### src/rtl/memory_stage_ctrl_pkg.sv
// rtl/memory_stage_ctrl_pkg.sv - shared word width, FSM encodings and MEM/WB slot type
package memory_stage_ctrl_pkg;

    localparam int WORD_W           = 16;
    localparam int MAX_WAIT_DEFAULT = 15;

    localparam logic [1:0] ST_IDLE = 2'd0;
    localparam logic [1:0] ST_WAIT = 2'd1;
    localparam logic [1:0] ST_ERR  = 2'd2;

    typedef struct packed {
        logic [WORD_W-1:0] writeData;
        logic [2:0]        writeRegister;
        logic              registerWrite;
        logic              halt;
        logic              createDump;
    } slot_t;

    // Link beats memory data, which beats the ALU result; stores never write back.
    function automatic slot_t buildSlot(
        input logic [WORD_W-1:0] xOut,
        input logic [WORD_W-1:0] plusTwoPC,
        input logic [WORD_W-1:0] memData,
        input logic              link,
        input logic              memoryToRegister,
        input logic              registerWrite,
        input logic              isStore,
        input logic              halt,
        input logic              createDump,
        input logic [2:0]        writeRegister
    );
        slot_t s;
        if (link)
            s.writeData = plusTwoPC;
        else if (memoryToRegister)
            s.writeData = memData;
        else
            s.writeData = xOut;
        s.writeRegister = writeRegister;
        s.registerWrite = registerWrite & ~isStore;
        s.halt          = halt;
        s.createDump    = createDump;
        return s;
    endfunction

endpackage

### src/rtl/memory_stage_ctrl_memwb_slot.sv
// rtl/memory_stage_ctrl_memwb_slot.sv - registered MEM/WB output bank, cleared whenever the slot is empty
module memwb_slot
    import memory_stage_ctrl_pkg::*;
(
    input  logic  clk,
    input  logic  rst,
    input  slot_t inSlot,
    input  logic  inValid,
    output slot_t outSlot,
    output logic  outValid
);

    always_ff @(posedge clk or negedge rst) begin
        if (!rst) begin
            outSlot  <= '0;
            outValid <= 1'b0;
        end else begin
            outValid <= inValid;
            outSlot  <= inValid ? inSlot : '0;
        end
    end

endmodule

### src/rtl/memory_stage_ctrl.sv
// rtl/memory_stage_ctrl.sv - MEM stage controller: issues data-memory requests, waits on memDone, emits MEM/WB slot
module memory_stage_ctrl
    import memory_stage_ctrl_pkg::*;
#(
    parameter int MAX_WAIT = MAX_WAIT_DEFAULT
) (
    input  logic              clk,
    input  logic              rst,
    input  logic [WORD_W-1:0] inXOut,
    input  logic [WORD_W-1:0] inRead2Data,
    input  logic [WORD_W-1:0] inPlusTwoPC,
    input  logic              inMemoryWrite,
    input  logic              inMemoryRead,
    input  logic              inMemoryToRegister,
    input  logic              inRegisterWrite,
    input  logic              inHalt,
    input  logic              inCreateDump,
    input  logic              inLink,
    input  logic [2:0]        inWriteRegister,
    input  logic              inValid,
    output logic              memEnable,
    output logic              memWr,
    output logic [WORD_W-1:0] memAddr,
    output logic [WORD_W-1:0] memWriteData,
    input  logic [WORD_W-1:0] memDataOut,
    input  logic              memDone,
    input  logic              memStall,
    output logic              stall,
    output logic [WORD_W-1:0] outWriteData,
    output logic [2:0]        outWriteRegister,
    output logic              outRegisterWrite,
    output logic              outHalt,
    output logic              outCreateDump,
    output logic              outValid,
    output logic              outErr
);

    localparam int CW = $clog2(MAX_WAIT + 1);

    logic [1:0]        state, stateNext;
    logic [CW-1:0]     waitCount, waitCountNext;
    logic              halted, haltedNext;
    logic              capture;
    logic              isMemop;
    slot_t             slotData, slotOut;
    logic              slotValid;

    logic [WORD_W-1:0] latchXOut, latchPlusTwoPC;
    logic [2:0]        latchWriteRegister;
    logic              latchRegisterWrite, latchHalt, latchCreateDump;
    logic              latchLink, latchMemoryToRegister, latchIsStore;

    // Completion is defined by memDone alone; memStall is only observed.
    logic memStallUnused;
    assign memStallUnused = memStall;

    assign isMemop = inValid & (inMemoryRead | inMemoryWrite);

    always_comb begin
        stateNext     = state;
        waitCountNext = waitCount;
        haltedNext    = halted;
        capture       = 1'b0;
        memEnable     = 1'b0;
        memWr         = 1'b0;
        memAddr       = '0;
        memWriteData  = '0;
        stall         = 1'b0;
        slotValid     = 1'b0;
        slotData      = '0;

        case (state)
            ST_IDLE: begin
                if (halted) begin
                    stall = 1'b1;
                end else if (isMemop && inXOut[0]) begin
                    stall     = 1'b1;
                    stateNext = ST_ERR;
                end else if (isMemop) begin
                    memEnable     = 1'b1;
                    memWr         = inMemoryWrite;
                    memAddr       = inXOut;
                    memWriteData  = inRead2Data;
                    capture       = 1'b1;
                    waitCountNext = '0;
                    if (memDone) begin
                        slotValid = 1'b1;
                        slotData  = buildSlot(inXOut, inPlusTwoPC, memDataOut, inLink,
                                              inMemoryToRegister, inRegisterWrite, inMemoryWrite,
                                              inHalt, inCreateDump, inWriteRegister);
                    end else begin
                        stall     = 1'b1;
                        stateNext = ST_WAIT;
                    end
                end else begin
                    slotValid = inValid;
                    slotData  = buildSlot(inXOut, inPlusTwoPC, memDataOut, inLink,
                                          inMemoryToRegister, inRegisterWrite, 1'b0,
                                          inHalt, inCreateDump, inWriteRegister);
                end
            end
            ST_WAIT: begin
                waitCountNext = waitCount + CW'(1);
                if (memDone) begin
                    slotValid = 1'b1;
                    slotData  = buildSlot(latchXOut, latchPlusTwoPC, memDataOut, latchLink,
                                          latchMemoryToRegister, latchRegisterWrite, latchIsStore,
                                          latchHalt, latchCreateDump, latchWriteRegister);
                    stateNext = ST_IDLE;
                end else begin
                    stall = 1'b1;
                    if (waitCount == CW'(MAX_WAIT - 1))
                        stateNext = ST_ERR;
                end
            end
            ST_ERR: begin
                stall = 1'b1;
            end
            default: begin
                stateNext = ST_IDLE;
            end
        endcase

        // Combinational outputs must read as idle while reset is held, regardless of inputs.
        if (!rst) begin
            stall        = 1'b0;
            memEnable    = 1'b0;
            memWr        = 1'b0;
            memAddr      = '0;
            memWriteData = '0;
            slotValid    = 1'b0;
            capture      = 1'b0;
        end

        if (slotValid && slotData.halt)
            haltedNext = 1'b1;
    end

    always_ff @(posedge clk or negedge rst) begin
        if (!rst) begin
            state     <= ST_IDLE;
            waitCount <= '0;
            halted    <= 1'b0;
        end else begin
            state     <= stateNext;
            waitCount <= waitCountNext;
            halted    <= haltedNext;
        end
    end

    always_ff @(posedge clk or negedge rst) begin
        if (!rst) begin
            latchXOut             <= '0;
            latchPlusTwoPC        <= '0;
            latchWriteRegister    <= '0;
            latchRegisterWrite    <= 1'b0;
            latchHalt             <= 1'b0;
            latchCreateDump       <= 1'b0;
            latchLink             <= 1'b0;
            latchMemoryToRegister <= 1'b0;
            latchIsStore          <= 1'b0;
        end else if (capture) begin
            latchXOut             <= inXOut;
            latchPlusTwoPC        <= inPlusTwoPC;
            latchWriteRegister    <= inWriteRegister;
            latchRegisterWrite    <= inRegisterWrite;
            latchHalt             <= inHalt;
            latchCreateDump       <= inCreateDump;
            latchLink             <= inLink;
            latchMemoryToRegister <= inMemoryToRegister;
            latchIsStore          <= inMemoryWrite;
        end
    end

    memwb_slot uSlot (
        .clk      (clk),
        .rst      (rst),
        .inSlot   (slotData),
        .inValid  (slotValid),
        .outSlot  (slotOut),
        .outValid (outValid)
    );

    assign outWriteData     = slotOut.writeData;
    assign outWriteRegister = slotOut.writeRegister;
    assign outRegisterWrite = slotOut.registerWrite;
    assign outHalt          = slotOut.halt;
    assign outCreateDump    = slotOut.createDump;
    assign outErr           = (state == ST_ERR);

endmodule

### config.mk
export PLATFORM = sky130hd
export DESIGN_NAME = memory_stage_ctrl
export DESIGN_NICKNAME = d
export VERILOG_FILES = /design/src/rtl/memory_stage_ctrl_pkg.sv /design/src/rtl/memory_stage_ctrl_memwb_slot.sv /design/src/rtl/memory_stage_ctrl.sv
export SDC_FILE = /design/constraint.sdc
export NUM_CORES = 1
export LEC_CHECK = 0
export CELL_PAD_IN_SITES_DETAIL_PLACEMENT = 1
export CELL_PAD_IN_SITES_GLOBAL_PLACEMENT = 1
export CORE_MARGIN = 3
export CORE_UTILIZATION = 40
export CTS_CLUSTER_DIAMETER = 60
export DETAILED_ROUTE_END_ITERATION = 7
export DONT_BUFFER_PORTS = 1
export PLACE_DENSITY = 0.65
export SYNTH_ARGS = -nofsm -noshare
export SYNTH_HDL_FRONTEND = slang
export SYNTH_SLANG_ARGS = --single-unit
### constraint.sdc
create_clock -name clk -period 2.18 [get_ports clk]
set_input_delay 0.436 -clock clk [delete_from_list [all_inputs] [get_ports clk]]
set_output_delay 0.436 -clock clk [all_outputs]
set_load 0.02 [all_outputs]
==> run_results.csv, run 1 <==
group,metric,value,unit
timing,fin_crit_sh,99.57,%
clocking,htreeDepth,3,
clocking,cts_made_buffers,9,
setup_path,worst_r2r_endpoint,"latchPlusTwoPC[15]",
clocking,clk_latency,0.34,ns
clocking,clkTransAtPathRegs,0.08,ns
timing,hold_viol,0,
setup_path,slowest_delay,0.40,ns
setup_path,path_max_fanout,7,
finish,drive_above_1_share,36.60,%
floorplan,core_area,9371,µm²
setup_path,arrival,1.73,ns
detailed_routing,wirelength,10.72,mm
global_route,grt_pass1_wl,16.98,mm
logic_synthesis,synth_top_cell_by_area,"dfrtp_1",
floorplan,die_w,104.9,µm
logic_synthesis,synth_cell_types,45,
logic_synthesis,synth.area.top_cells,"dfrtp_1 45%, mux2i_1 8.2%, mux2_4 7.7%",
timing,holdWs,0.1550,ns
setup_path,critPathSlowestCell,"dfrtp_1",
floorplan,start_util,41.75,%
logic_synthesis,ys_warn_count,0,
place,hpwl,6.729,mm
global_route,antenna_found_initial,0,
timing,min_period,2.171,ns
floorplan,num_rows,35,
logic_synthesis,yosysTopAreaCellShare,45.41,%
logic_synthesis,synth_area,3913,µm²
outcome,status,"completed",
detailed_routing,initialDrtViolationCount,83,
setup_path,crit_buf_inv,2,
setup_path,cp_cell_sequence,"nand2b_4 -> nor3_4 -> and3_4 -> buf_6 -> clkbuf_16 -> and2_4",
finish,antenna_cells,0,
setup_path,worstSetupStartpoint,"halted",
timing,max_freq,0.4607,GHz
logic_synthesis,async_flop_share,100.0,%
setup_path,r2r-start,"halted",
detailed_routing,dr.pass1.iters,4,
global_route,track_usage,19.73,%
setup_path,crit_type,"register to output pin",
setup_path,startpoint_type,"register",
logic_synthesis,synth_ff_type,"dfrtp_1",
detailed_routing,wl_per_cell,20.73,µm
pwr,powerDensity,674.8,nW/µm²
timing,finalSetupViolCount,0,
logic_synthesis,synth_edf_count,0,
finish,nets,464,
detailed_routing,avgViaCountPerCell,5.356,
place,numPortBuffers,0,
logic_synthesis,yosysSeqAreaShare,45.41,%
pwr,finalPower,3116,µW
pwr,ir_drop,0.3214,mV
global_route,grt_pass1_vias,3086,
finish,fillCellCount,1032,
floorplan,ioPinCount,138,
place,dp.cells,474,
global_route,grt_util_met1,23.73,%
setup_path,endpoint,"memAddr[11]",
global_route,use_met3,5.621,%
global_route,top_usage_layer,"met2",
clocking,clk_path_buf_depth,2,
floorplan,die_h,104.9,µm
clocking,cts_tree,"built",
logic_synthesis,avgSynthCellArea,11.02,µm²
finish,syn_to_final_growth,18.04,%
global_route,grt_max_degree,72,
finish,final_cells,517,
detailed_routing,ant_nets,0,
clocking,root_buffer,"clkbuf_8",
timing,skew,0.009709,ns
global_route,use_met2,33.96,%
pwr,leakagePower,0.002094,µW
setup_path,path_depth,6,
logic_synthesis,synth_seq_cells,71,
timing,rsz0062_at_grt,"yes",
job,maxCapViolations,0,
clocking,cts.sinks,71,
setup_path,required,1.74,ns
logic_synthesis,syn_inst,355,
detailed_routing,drc,0,
setup_path,reg2regPathDepth,8,
detailed_routing,vias,2769,
global_route,gr-total-overflow,0,
logic_synthesis,yosysMostFrequentCell,"dfrtp_1",
logic_synthesis,synthTopCellsByCount,"71 x dfrtp_1, 35 x nand2_1, 33 x and2_1",
logic_synthesis,syn_nets,436,
setup_path,rrSetupSlack,0.22,ns
setup_path,cp_top_family,"simple AND/OR/NAND/NOR gates",
floorplan,die_area,11000,µm²
setup_path,crit_path_end_kind,"output pin",
place,place_congestion,0.7712,
timing,finalMaxSlewViolations,0,
worst_hold_path,hp-class,"primary input to register",
==> per-layer routing <==
metal	wire, µm	up-vias
met1	4457	1384
met5	0	-
met4	164	0
li1	-	1286
met3	619	13
met2	5475	86
==> worst reg2reg max path: cells and delay by family (launching register included) <==
kind                   cells  cell delay, ns
buffers and inverters      4            0.55
flip-flops                 1            0.40
multiplexers               1            0.34
AND/OR/NAND/NOR            3            0.54
==> sequential cells by signal, indices dropped and copies added (netlist names), 2 cells and up <==
register	count
uSlot.outSlot	22
state	2
waitCount	4
latchWriteRegister	3
latchPlusTwoPC	16
latchXOut	16
==> timing repair <==
item | 4_1_cts | 5_1_grt
hold endpoints to repair | 71 | 0
gates resized for setup | 69 | 4
cloned | 2 | 1
hold buffers | 2 | 0
setup endpoints to repair | 32 | 34
pin swaps | 18 | 18
buffers inserted | 20 | 3
==> where the power goes <==
part           internal [µW]  total [µW]  switching, µW
clock                    660        1220            556
sequential              1420        1490           70.2
combinational            227         408            181
total                   2310        3120            807
==> cell usage in the layout (no fill, tap or decap), types with 3 or more instances in the layout <==
| cell | n |
|---|---|
| a22oi_1 | 22 |
| dfrtp_1 | 70 |
| buf_6 | 4 |
| inv_1 | 3 |
| mux2i_1 | 32 |
| buf_4 | 33 |
| and2_4 | 31 |
| nor2_1 | 25 |
| mux2_2 | 15 |
| mux2_4 | 20 |
| clkbuf_8 | 9 |
| o21ai_0 | 32 |
| mux2_1 | 6 |
| nor2_2 | 3 |
| buf_12 | 4 |
| nand2_1 | 35 |
==> area by class of cell <==
class | instances | area [µm²] | area share, %
multi-input cells | 254 | 2003 | 43.38
inverters | 3 | 11.26 | 0.2438
flip-flops and latches | 71 | 1778 | 38.50
clock inverters | 7 | 105.1 | 2.276
repair buffers | 44 | 435.4 | 9.428
well taps | 129 | 161.4 | 3.495
clock buffers | 9 | 123.9 | 2.682
==> worst min path at each step <==
stage / to / cells after the start / from
after floorplan: halted / 0 / rst
final: state[0] / 1 / memDone
after detailed placement: latchPlusTwoPC[6] / 0 / rst
after global placement: uSlot.outSlot[13] / 0 / rst
after CTS: state[0] / 1 / memDone
after global routing: state[0] / 1 / memDone
==> cell families (layout without fill, tap and decap cells) <==
kind of cell    after synthesis  count (layout)  share of synthesized area, %
simple gates                110             110                         14.52
mux                          73              73                         21.91
flops                        71              71                         45.41
compound gates               68              68                         11.70
buf+inv                      30              63                         5.724
fa+ha+maj                     2               2                        0.6395
other cells                   1               1                       0.09585
==> per-stage QoR <==
stage	setup slack (ns)	utilization, %	cell area, µm²	TNS, ns
3_3_place_gp	0.2661	42.96	4026	0
3_5_place_dp	0.2338	42.96	4026	0
6_report	0.009356	49.28	4618	0
5_1_grt	-0.07529	49.28	4618	-1.802
2_1_floorplan	0.2352	-	3913	0
4_1_cts	-0.04205	48.99	4591	-0.8065
Note: power is estimated with default switching activity, not from simulation.
==> run 2: changes to the inputs <==
Settings changed: ABC_CLOCK_PERIOD_IN_PS from default to 2180.
==> results of run 2 <==
Same layout as run 1: the final DEF is identical, and so are final timing and power.
